## config.mk

```make
export PLATFORM = sky130hd
export DESIGN_NAME = dffram_pin_ctrl
export DESIGN_NICKNAME = d
export VERILOG_FILES = /design/src/rtl/dffram_pin_ctrl.sv
export SDC_FILE = /design/constraint.sdc
export NUM_CORES = 1
export LEC_CHECK = 0
export ABC_AREA = 1
export ABC_CLOCK_PERIOD_IN_PS = 2000
export CAP_MARGIN = 20
export CORE_UTILIZATION = 30
export CTS_CLUSTER_SIZE = 16
export DETAILED_ROUTE_END_ITERATION = 16
export HOLD_SLACK_MARGIN = 0.15
export PLACE_DENSITY = 0.55
export SLEW_MARGIN = 0
export SYNTH_ARGS = -nofsm -noshare
export SYNTH_HDL_FRONTEND = slang
export SYNTH_SLANG_ARGS = --single-unit
```

## constraint.sdc

```tcl
create_clock -name clk -period 2 [get_ports clk]
set_input_delay 0.2 -clock clk [delete_from_list [all_inputs] [get_ports clk]]
set_output_delay 0.2 -clock clk [all_outputs]
set_load 0.01 [all_outputs]
```

## src/rtl/dffram_pin_ctrl.sv

```systemverilog
// Byte-serial command controller for the DFFRAM macro.
// A header byte selects read or write, the auto-increment mode and the word
// address. Writes collect four bytes, least significant byte first. Reads
// fetch one word and return it as four bytes, least significant byte first.
// All outputs are registered: each register loads the value that belongs to
// the state being entered on that edge.
module dffram_pin_ctrl #(
  parameter int AW       = 5,
  parameter int READ_LAT = 1
) (
  input  logic          clk,
  input  logic          rst_n,
  input  logic          ena,
  input  logic [7:0]    in_byte,
  input  logic          in_valid,
  output logic          busy,
  output logic [7:0]    out_byte,
  output logic          out_valid,
  output logic          ram_en,
  output logic [3:0]    ram_we,
  output logic [AW-1:0] ram_addr,
  output logic [31:0]   ram_di,
  input  logic [31:0]   ram_do
);

  typedef enum logic [2:0] {
    IDLE  = 3'd0,
    WDATA = 3'd1,
    WRITE = 3'd2,
    RREQ  = 3'd3,
    RWAIT = 3'd4,
    RDATA = 3'd5
  } state_t;

  // RWAIT leaves once this many extra cycles have gone by after RREQ.
  localparam logic [1:0] WAIT_LAST = 2'(READ_LAT - 1);

  state_t          state_q, state_d;
  logic [AW-1:0]   addr_q, addr_d;
  logic            ai_q, ai_d;
  logic [1:0]      bcnt_q, bcnt_d;
  logic [1:0]      wcnt_q, wcnt_d;
  logic [1:0]      rcnt_q, rcnt_d;
  logic [31:0]     data_q, data_d;
  logic [31:0]     rdata_q, rdata_d;

  logic            busy_d;
  logic [7:0]      out_byte_d;
  logic            out_valid_d;
  logic            ram_en_d;
  logic [3:0]      ram_we_d;
  logic [AW-1:0]   ram_addr_d;
  logic [31:0]     ram_di_d;

  // Auto-increment wraps naturally at 2^AW.
  function automatic logic [AW-1:0] addr_inc(input logic [AW-1:0] a);
    return a + AW'(1);
  endfunction

  // Only IDLE and WDATA can take a byte from the pins.
  function automatic logic is_busy(input state_t s);
    return (s != IDLE) && (s != WDATA);
  endfunction

  // Next-state and next-output logic.
  always_comb begin
    state_d     = state_q;
    addr_d      = addr_q;
    ai_d        = ai_q;
    bcnt_d      = bcnt_q;
    wcnt_d      = wcnt_q;
    rcnt_d      = rcnt_q;
    data_d      = data_q;
    rdata_d     = rdata_q;
    ram_en_d    = 1'b0;
    ram_we_d    = 4'h0;
    ram_addr_d  = ram_addr;
    ram_di_d    = ram_di;
    out_valid_d = 1'b0;
    out_byte_d  = out_byte;

    case (state_q)
      IDLE: begin
        if (in_valid) begin
          ai_d   = in_byte[6];
          addr_d = in_byte[AW-1:0];
          bcnt_d = 2'd0;
          if (in_byte[7]) begin
            state_d = WDATA;
          end else begin
            state_d    = RREQ;
            ram_en_d   = 1'b1;
            ram_addr_d = in_byte[AW-1:0];
          end
        end
      end

      WDATA: begin
        if (in_valid) begin
          data_d = {in_byte, data_q[31:8]};
          bcnt_d = bcnt_q + 2'd1;
          if (bcnt_q == 2'd3) begin
            state_d    = WRITE;
            ram_en_d   = 1'b1;
            ram_we_d   = 4'hF;
            ram_addr_d = addr_q;
            ram_di_d   = data_d;
          end
        end
      end

      WRITE: begin
        bcnt_d = 2'd0;
        if (ai_q) begin
          addr_d  = addr_inc(addr_q);
          state_d = WDATA;
        end else begin
          state_d = IDLE;
        end
      end

      RREQ: begin
        wcnt_d  = 2'd0;
        state_d = RWAIT;
      end

      RWAIT: begin
        if (wcnt_q == WAIT_LAST) begin
          rdata_d     = {8'h00, ram_do[31:8]};
          out_byte_d  = ram_do[7:0];
          out_valid_d = 1'b1;
          rcnt_d      = 2'd0;
          state_d     = RDATA;
        end else begin
          wcnt_d = wcnt_q + 2'd1;
        end
      end

      RDATA: begin
        if (rcnt_q == 2'd3) begin
          if (ai_q) begin
            addr_d     = addr_inc(addr_q);
            ram_addr_d = addr_inc(addr_q);
            ram_en_d   = 1'b1;
            state_d    = RREQ;
          end else begin
            state_d = IDLE;
          end
        end else begin
          rcnt_d      = rcnt_q + 2'd1;
          out_byte_d  = rdata_q[7:0];
          rdata_d     = {8'h00, rdata_q[31:8]};
          out_valid_d = 1'b1;
        end
      end

      default: state_d = IDLE;
    endcase

    // Deselecting the tile aborts whatever is in flight, including a
    // half-collected write, and kills all strobes from this edge on.
    if (!ena) begin
      state_d     = IDLE;
      bcnt_d      = 2'd0;
      ram_en_d    = 1'b0;
      ram_we_d    = 4'h0;
      out_valid_d = 1'b0;
    end

    busy_d = is_busy(state_d);
  end

  // State, datapath and registered outputs.
  always_ff @(posedge clk or negedge rst_n) begin
    if (!rst_n) begin
      state_q   <= IDLE;
      addr_q    <= '0;
      ai_q      <= 1'b0;
      bcnt_q    <= 2'd0;
      wcnt_q    <= 2'd0;
      rcnt_q    <= 2'd0;
      data_q    <= '0;
      rdata_q   <= '0;
      busy      <= 1'b0;
      out_byte  <= 8'h00;
      out_valid <= 1'b0;
      ram_en    <= 1'b0;
      ram_we    <= 4'h0;
      ram_addr  <= '0;
      ram_di    <= '0;
    end else begin
      state_q   <= state_d;
      addr_q    <= addr_d;
      ai_q      <= ai_d;
      bcnt_q    <= bcnt_d;
      wcnt_q    <= wcnt_d;
      rcnt_q    <= rcnt_d;
      data_q    <= data_d;
      rdata_q   <= rdata_d;
      busy      <= busy_d;
      out_byte  <= out_byte_d;
      out_valid <= out_valid_d;
      ram_en    <= ram_en_d;
      ram_we    <= ram_we_d;
      ram_addr  <= ram_addr_d;
      ram_di    <= ram_di_d;
    end
  end

endmodule
```

Yosys cells after proc, flatten, opt, wreduce, memory -nomap -nowiden:

Index checks and enable logic that the tools add are counted.

* bits in latches: 0
* memories: 0
* bits in read-only memories: 0
* bits in writable memories: 0
* register bits after elaboration: 131

* $add $sub $neg: 4
* multipliers: 0
* bitwise operators: 0
* reduce and logical (&&, ||, !) cells: 16
* divide/modulo/power cells: 0
* multiplexer cells: 52
* equality and inequality tests: 20
* $lt $le $gt $ge: 0
* shift operators: 0

Operators by type and width (count)
* $mux 32: 2
* $pmux 32 s2: 1
* $mux 5: 9
* $pmux 5 s3: 2
* $mux 3: 6
* $ne 2x2->1 const B: 9
* $pmux 3 s6: 1
* $mux 2: 8
* $mux 4: 4
* $mux 8: 2
* $pmux 8 s2: 1
* $reduce_and 3->1: 4
* $mux 1: 11
* $reduce_bool 3->1: 3
* $pmux 2 s2: 2
* $reduce_and 7->1: 1
* $add 2x1->2 const B: 3
* $eq 3x2->1 const B: 2
* $eq 3x3->1 const B: 2
* $ne 3x3->1 const B: 2
* $pmux 2 s3: 1
* $reduce_and 2->1: 3
* $add 5x1->5 const B: 1
* $eq 2x2->1 const B: 2
* other kinds (9): 10

Depth between registers and ports, before layout:

Gate-level depths: netlist of the first run.

* depth after elaboration: 7
* depth in mapped cells: 10
* mapped depth without buffers: 8

Least setup slack after synthesis of the first run:

OpenSTA, ideal clock, no wires.

* kind: register to register
* start point: register state_q[1]
* end point: register ram_di[24]
* slack: 527 ps
* arrival: 1342 ps
* cell stages (with the launch flop): 10
* clock period less this slack: 1473 ps
* buffers on the path: 3
* required time: 1869 ps
* cell sequence: dfrtp_1 -> buf_6 -> inv_6 -> nand2_4 -> nor3_4 -> nand2_2 -> buf_2 -> buf_6 -> nand2_1 -> o21ai_0

* word-level cells in the longest chain between the ends: 2

Ends and longest elaborated chain
* start, declared: line 38 `state_t state_q, state_d;`
* start signal, assigned: line 192 `state_q <= state_d;`
* $eq 3x1->1: line 82 `case (state_q)`
* $reduce_and 3->1 (no source line)
* end signal, assigned: line 206 `ram_di <= ram_di_d;`
* end, declared: line 22 `output logic [31:0] ram_di,`

Every way passes these cells.
A chain may end at the register's enable or synchronous reset.

Final worst setup path of the first run:

* start point: register state_q[0]
* end point: register rdata_q[15]

* word-level cells in the longest chain between the ends: 3
* elaborated cells between the ends (all ways): 7
* those cells by class: eq/ne: 4; mux: 1; reduce/logical: 2

Ends and longest elaborated chain
* $eq 3x3->1: line 82
* $ne 2x2->1 (no source line) or $reduce_bool 2->1 (tied branches)
* $reduce_and 3->1 (no source line)
* end signal, assigned: line 199 `rdata_q <= rdata_d;`
* end, declared: line 45 `logic [31:0] rdata_q, rdata_d;`

Parallel ways exist; a longest one is shown, timed or not.

==> results_dict.tcl, run 1 <==
set metrics [dict create \
    root_buffer "clkbuf_16" \
    p_leak_nw 3.29 \
    detail-route-antenna-nets 0 \
    cts_sinks 112 \
    finalPower_mw 6.47 \
    wire_per_inst_um 13.5 \
    rrSetupSlack_ps 210 \
    fin_crit_ps 1790 \
    cts_buffers 9 \
    timing.hold.ws_ps 397 \
    clock_latency_ps 360 \
    yosysTopAreaCell "dfrtp_1" \
    vias 4325 \
    clock.fmax_mhz 560 \
    mappedNetlistArea_mm2 0.00515 \
    synth_cell_type_count 27 \
    grtUsageTotal 0.156 \
    synth_edf_count 0 \
    worstRegToRegCells 8 \
    power_frac_comb 0.216 \
    htree_levels 3 \
    fillers 1714 \
    final-hold-violation-count 0 \
    synth_top_area_frac 0.544 \
    fin_area_mm2 0.00669 \
    cts_tree "built" \
    maxSlewHeadroom 0.595 \
    powerDensity_mw_per_mm2 967 \
    n_antenna_cell 0 \
    grt_max_degree 45 \
    drv_slew 0 \
    worst_pin_slew_ps 607 \
    initial_utilization 0.309 \
    fp.dieW_um 133 \
    ys_warn_count 0 \
    syn_inst 638 \
    core_mm2 0.0167 \
    tns_ps 0 \
    grt_pass1_vias 4308 \
    cts_setup_buffers 0 \
    drc 0 \
    crit_required_ps 2280 \
    grt_setup_unrepaired "no" \
    drive_gt1_frac 0.0603 \
    drv_cap 0 \
    cp_max_fo 29 \
    antenna_found_initial 0 \
    seq_power_share 0.497 \
    r2r_start "state_q[0]" \
    grt-ovfl-total 0 \
    clk_path_buf_depth 2 \
    area_growth_pct 29.8 \
    status "completed" \
    path_clk_slew_ps 70 \
    synth.net_count 687 \
    hp-class "input pin to asynchronous set/reset pin" \
    io_buffers 95 \
    firstDrtPassIters 4 \
    vias_per_cell 4.55 \
    cellInternalPower_mw 4.52 \
    r2r-end "rdata_q[15]" \
    hpwl_um 9460 \
    path_class "flip-flop to flip-flop" \
    finClkSkew_ps 11.4 \
    wl_um 12900 \
    p_switching_mw 1.94 \
    nNetsFinal 774 \
    yosys.cell_count.top_type "nand2_1" \
    ys_async_sr_fraction 1.00 \
    pwr-share-clk 0.287 \
    cp.arrival_ps 2070 \
    timing.final.crit_share 0.893 \
    yosysSeqAreaShare 0.544 \
    row_count 47 \
    switching_share 0.300 \
    synthTopCellsByArea "dfrtp_1 (54%), nand2_1 (19%), nand3_1 (8.0%)" \
    startpoint_type "flip-flop" \
    ir_drop_uv 406 \
    pin_count 96 \
    drt-initial-drc-count 232 \
    setup_viol 0 \
    synthFlopType "dfrtp_1" \
    synth_common_cells "nand2_1 (261), dfrtp_1 (112), nand3_1 (82), inv_1 (47), o21ai_0 (47)" \
    end_kind "flip-flop" \
    fin_util 0.401 \
    ys_ff_latch 112 \
    dieHeight_um 133 \
    grt_pass1_wl_um 21600 \
    avgSynthCellArea_um2 8.08 \
    fp.dieArea_mm2 0.0177 \
    placed_cell_area_mm2 0.00637 \
    gp_congestion 0.870 \
]
## per-stage QoR
step	instances	setup slack, ps
3_5_place_dp	933	180
2_1_floorplan	638	527
4_1_cts	950	165
6_report	950	213
5_1_grt	950	29.7
3_3_place_gp	933	222
## metal layers
layer / share of wire / GRT usage / vias to the layer above / wire length (µm)
met1: 0.47 / 0.205 / 2028 / 6040
met2: 0.47 / 0.252 / 89 / 6030
li1: - / - / 2192 / -
met4: 0.019 / 0.0575 / 0 / 246
met3: 0.041 / 0.0330 / 16 / 531
met5: 0 / 0 / - / 0
## cells by family (layout without fill, tap and decap cells)
| group | count (synthesis) | in the layout | synth area share |
|---|---|---|---|
| AO/OA/AOI/OAI | 63 | 63 | 0.0622 |
| XOR/XNOR | 1 | 1 | 0.00170 |
| adder cells (fa/ha/maj) | 5 | 5 | 0.0121 |
| buffers and inverters | 86 | 178 | 0.0762 |
| flip-flops | 112 | 112 | 0.544 |
| AND/OR/NAND/NOR | 371 | 371 | 0.304 |
## flip-flops by register name, summed over array words and instances (netlist names)
name / flops
wcnt_q: 2
ram_di: 32
out_byte: 8
ram_we: 1
ram_addr: 5
busy: 1
ai_q: 1
ram_en: 1
addr_q: 5
rcnt_q: 2
out_valid: 1
rdata_q: 24
bcnt_q: 2
data_q: 24
state_q: 3
## final cells by class
cell class,count,area [µm²],area share
tap,220,275,0.0411
clock buffer,10,229,0.0342
multi-input combinational,440,1960,0.293
clock inverter,6,78.8,0.0118
sequential,112,2800,0.419
inverter,50,193,0.0288
timing repair buffer,112,1150,0.172
## worst max path at each step
stage | start | endpoint | slack [ps] | cells after the start
floorplan | state_q[1] | ram_di[24] | 530 | 9
global route | state_q[0] | rcnt_q[0] | 30 | 8
global placement | in_valid | data_q[14] | 220 | 7
finish | state_q[0] | rdata_q[15] | 210 | 8
CTS | state_q[0] | rdata_q[15] | 170 | 8
detailed placement | in_valid | data_q[15] | 180 | 7
## worst max-delay path, cell delays in order (launching register included)
cell and delay, ps:
dfrtp_1 550, nor2_4 190, nand2_1 150, inv_2 160, nand2_2 170, nand2_2 140, buf_12 170, nor2_1 50
a21oi_1 120
## power by group through the flow
stage                     Combinational [mW]  Sequential (mW)  Clock [mW]
after floorplan                        0.762             3.22           0
after global placement                  1.38             3.25           0
after detailed placement                1.42             3.26           0
after CTS                               1.42             3.22        1.92
after global routing                    1.60             3.31        2.00
final                                   1.40             3.21        1.85
## timing repair
item	4_1_cts	5_1_grt
gates resized for setup	0	0
hold buffers	1	0
hold endpoints to repair	42	0
## cells in the final DEF (no fill, tap or decap), types with 2 or more instances in the layout
master / count
nand2_1: 261
dfrtp_1: 112
clkdlybuf4s50_1: 94
nand3_1: 82
inv_1: 47
o21ai_0: 47
nor2_1: 12
buf_4: 11
o21ai_1: 10
clkbuf_16: 9
nand4_1: 6
buf_12: 6
ha_1: 5
nand2_2: 4
a21oi_1: 4
inv_2: 2
Note: power is estimated with default switching activity, not from simulation.
==> run 2, diff against run 1 <==
--- a/config.mk
+++ b/config.mk
@@ -8,11 +8,11 @@
 export ABC_AREA = 1
 export ABC_CLOCK_PERIOD_IN_PS = 2000
 export CAP_MARGIN = 20
-export CORE_UTILIZATION = 30
+export CORE_UTILIZATION = 45
 export CTS_CLUSTER_SIZE = 16
 export DETAILED_ROUTE_END_ITERATION = 16
 export HOLD_SLACK_MARGIN = 0.15
-export PLACE_DENSITY = 0.55
+export PLACE_DENSITY = 0.74
 export SLEW_MARGIN = 0
 export SYNTH_ARGS = -nofsm -noshare
 export SYNTH_HDL_FRONTEND = slang
==> results_dict.tcl, run 2 (synthesized netlist as in run 1, its figures left out) <==
set metrics [dict create \
    root_buffer "clkbuf_16" \
    cts_buffers 9 \
    grt-ovfl-total 0 \
    drv_cap 0 \
    top_register "ram_di" \
    antenna_found_initial 0 \
    row_count 38 \
    grt_pass1_wl_um 20100 \
    path_buf_inv 2 \
    firstDrtPassIters 5 \
    vias 4437 \
    grt_pass1_vias 4214 \
    fin_crit_ps 1800 \
    wl_um 12400 \
    worstRegToRegCells 8 \
    gp_congestion 0.859 \
    pin_count 96 \
    htree_levels 3 \
    hp-class "input pin to asynchronous set/reset pin" \
    largestRegisters "ram_di x32, data_q x24, rdata_q x24" \
    setup_viol 0 \
    clock.fmax_mhz 555 \
    finClkSkew_ps 8.83 \
    crit_top_cell "nand2_2" \
    tns_ps 0 \
    cts_tree "built" \
    crit_chain "nor2_4, nand2_1, inv_2, nand2_2, nand2_2, buf_12, nor2_1, a21oi_1" \
    finalPower_mw 6.51 \
    final-hold-violation-count 0 \
    startpoint_type "flip-flop" \
    cp.arrival_ps 2080 \
    crit_family "simple AND/OR/NAND/NOR gates" \
    fp.dieArea_mm2 0.0119 \
    wire_per_inst_um 14.3 \
    cp.depth 8 \
    maxSlewHeadroom 0.622 \
    cts_setup_buffers 0 \
    area_growth_pct 26.9 \
    dieHeight_um 109 \
    setup_slack_ps 197 \
    fillers 1007 \
    cts_resized 0 \
    drive_gt1_frac 0.0563 \
    io_buffers 95 \
    largest_reg_flops 32 \
    cts_sinks 112 \
    grt_max_degree 54 \
    timing.hold.ws_ps 373 \
    grt_setup_unrepaired "no" \
    powerDensity_mw_per_mm2 996 \
    drt-initial-drc-count 245 \
    worst_pin_slew_ps 567 \
    grtUsageTotal 0.223 \
    clk_path_buf_depth 2 \
    core_mm2 0.0110 \
    clock_latency_ps 350 \
    drc 0 \
    fp.dieW_um 109 \
    place_ws_ps 244 \
    cpPeakStageDelay_ps 520 \
    timing.final.crit_share 0.901 \
    drv_slew 0 \
    detail-route-antenna-nets 0 \
    p_leak_nw 3.27 \
    path_clk_slew_ps 70 \
    initial_utilization 0.469 \
    status "completed" \
    layout_commonest_cell "nand2_1" \
    end_kind "flip-flop" \
    crit_required_ps 2280 \
    nNetsFinal 772 \
    vias_per_cell 5.11 \
    worst_path_max_delay_cell "dfrtp_1" \
    final_cell_mix "nand2_1 (261), dfrtp_1 (112), clkdlybuf4s50_1 (94)" \
    cp_max_fo 19 \
    path_class "flip-flop to flip-flop" \
    ir_drop_uv 670 \
    n_antenna_cell 0 \
    hpwl_um 8830 \
]
## run 2: cell count changes in the layout (fill, tap and decap cells not counted)
cell,delta
buf_12,-3
buf_4,+1
clkbuf_1,+1
clkinv_8,-1
inv_6,+2
clkbuf_8,+2
clkinvlp_4,-1
inv_8,-1
clkinv_4,-1
clkinv_2,-1
## run 2: layout make-up
class,count,area [µm²],area share
Timing Repair Buffer,110,1100,0.168
Inverter,50,193,0.0295
Sequential cell,112,2800,0.429
Multi-Input combinational cell,440,1960,0.300
Clock inverter,3,47.5,0.00727
Tap cell,140,175,0.0268
Clock buffer,13,260,0.0398
## run 2: repair_timing
action                                  4_1_cts  5_1_grt
hold buffers                                  1        0
endpoints found under the hold margin        39        0
endpoints found under the setup margin        0        0
## run 2: path summary, 6_finish.rpt
kind	from	endpoint	slack, ps
setup / recovery	state_q[1]	rdata_q[15]	200
hold / removal	rst_n	ram_di[29]	370
setup reg to reg	state_q[1]	rdata_q[15]	200
hold reg to reg	ram_di[2]	ram_di[2]	470
max in group asynchronous	rst_n	ram_addr[4]	910
min in group clk	ram_do[26]	rdata_q[18]	420
## run 2: layer usage
layer | GRT usage | vias to the layer above | share of wire
met3 | 0.0377 | 21 | 0.045
met5 | 0 | - | 0
met2 | 0.352 | 125 | 0.48
met4 | 0.0907 | 0 | 0.019
met1 | 0.305 | 2102 | 0.45
li1 | - | 2189 | -
## run 2: report_power, final
part | internal (mW) | switching, mW | total [mW]
Clock | 1.05 | 0.823 | 1.87
Combinational | 0.661 | 0.745 | 1.41
Sequential | 2.87 | 0.362 | 3.23
Total | 4.58 | 1.93 | 6.51
## run 2: worst reg2reg max path: stages (launching register included)
cell     delay [ps]
dfrtp_1         520
nor2_4          190
nand2_1         130
inv_2           160
nand2_2         150
nand2_2         250
buf_12          180
nor2_1           50
a21oi_1         100
## run 2: stage by stage
stage / cell area (µm²) / util / std cells
finish: 6540 / 0.595 / 868
global route: 6540 / 0.595 / 868
CTS: 6540 / 0.595 / 868
detailed placement: 6220 / 0.566 / 851
global placement: 6220 / 0.566 / 851
floorplan: 5150 / - / 638
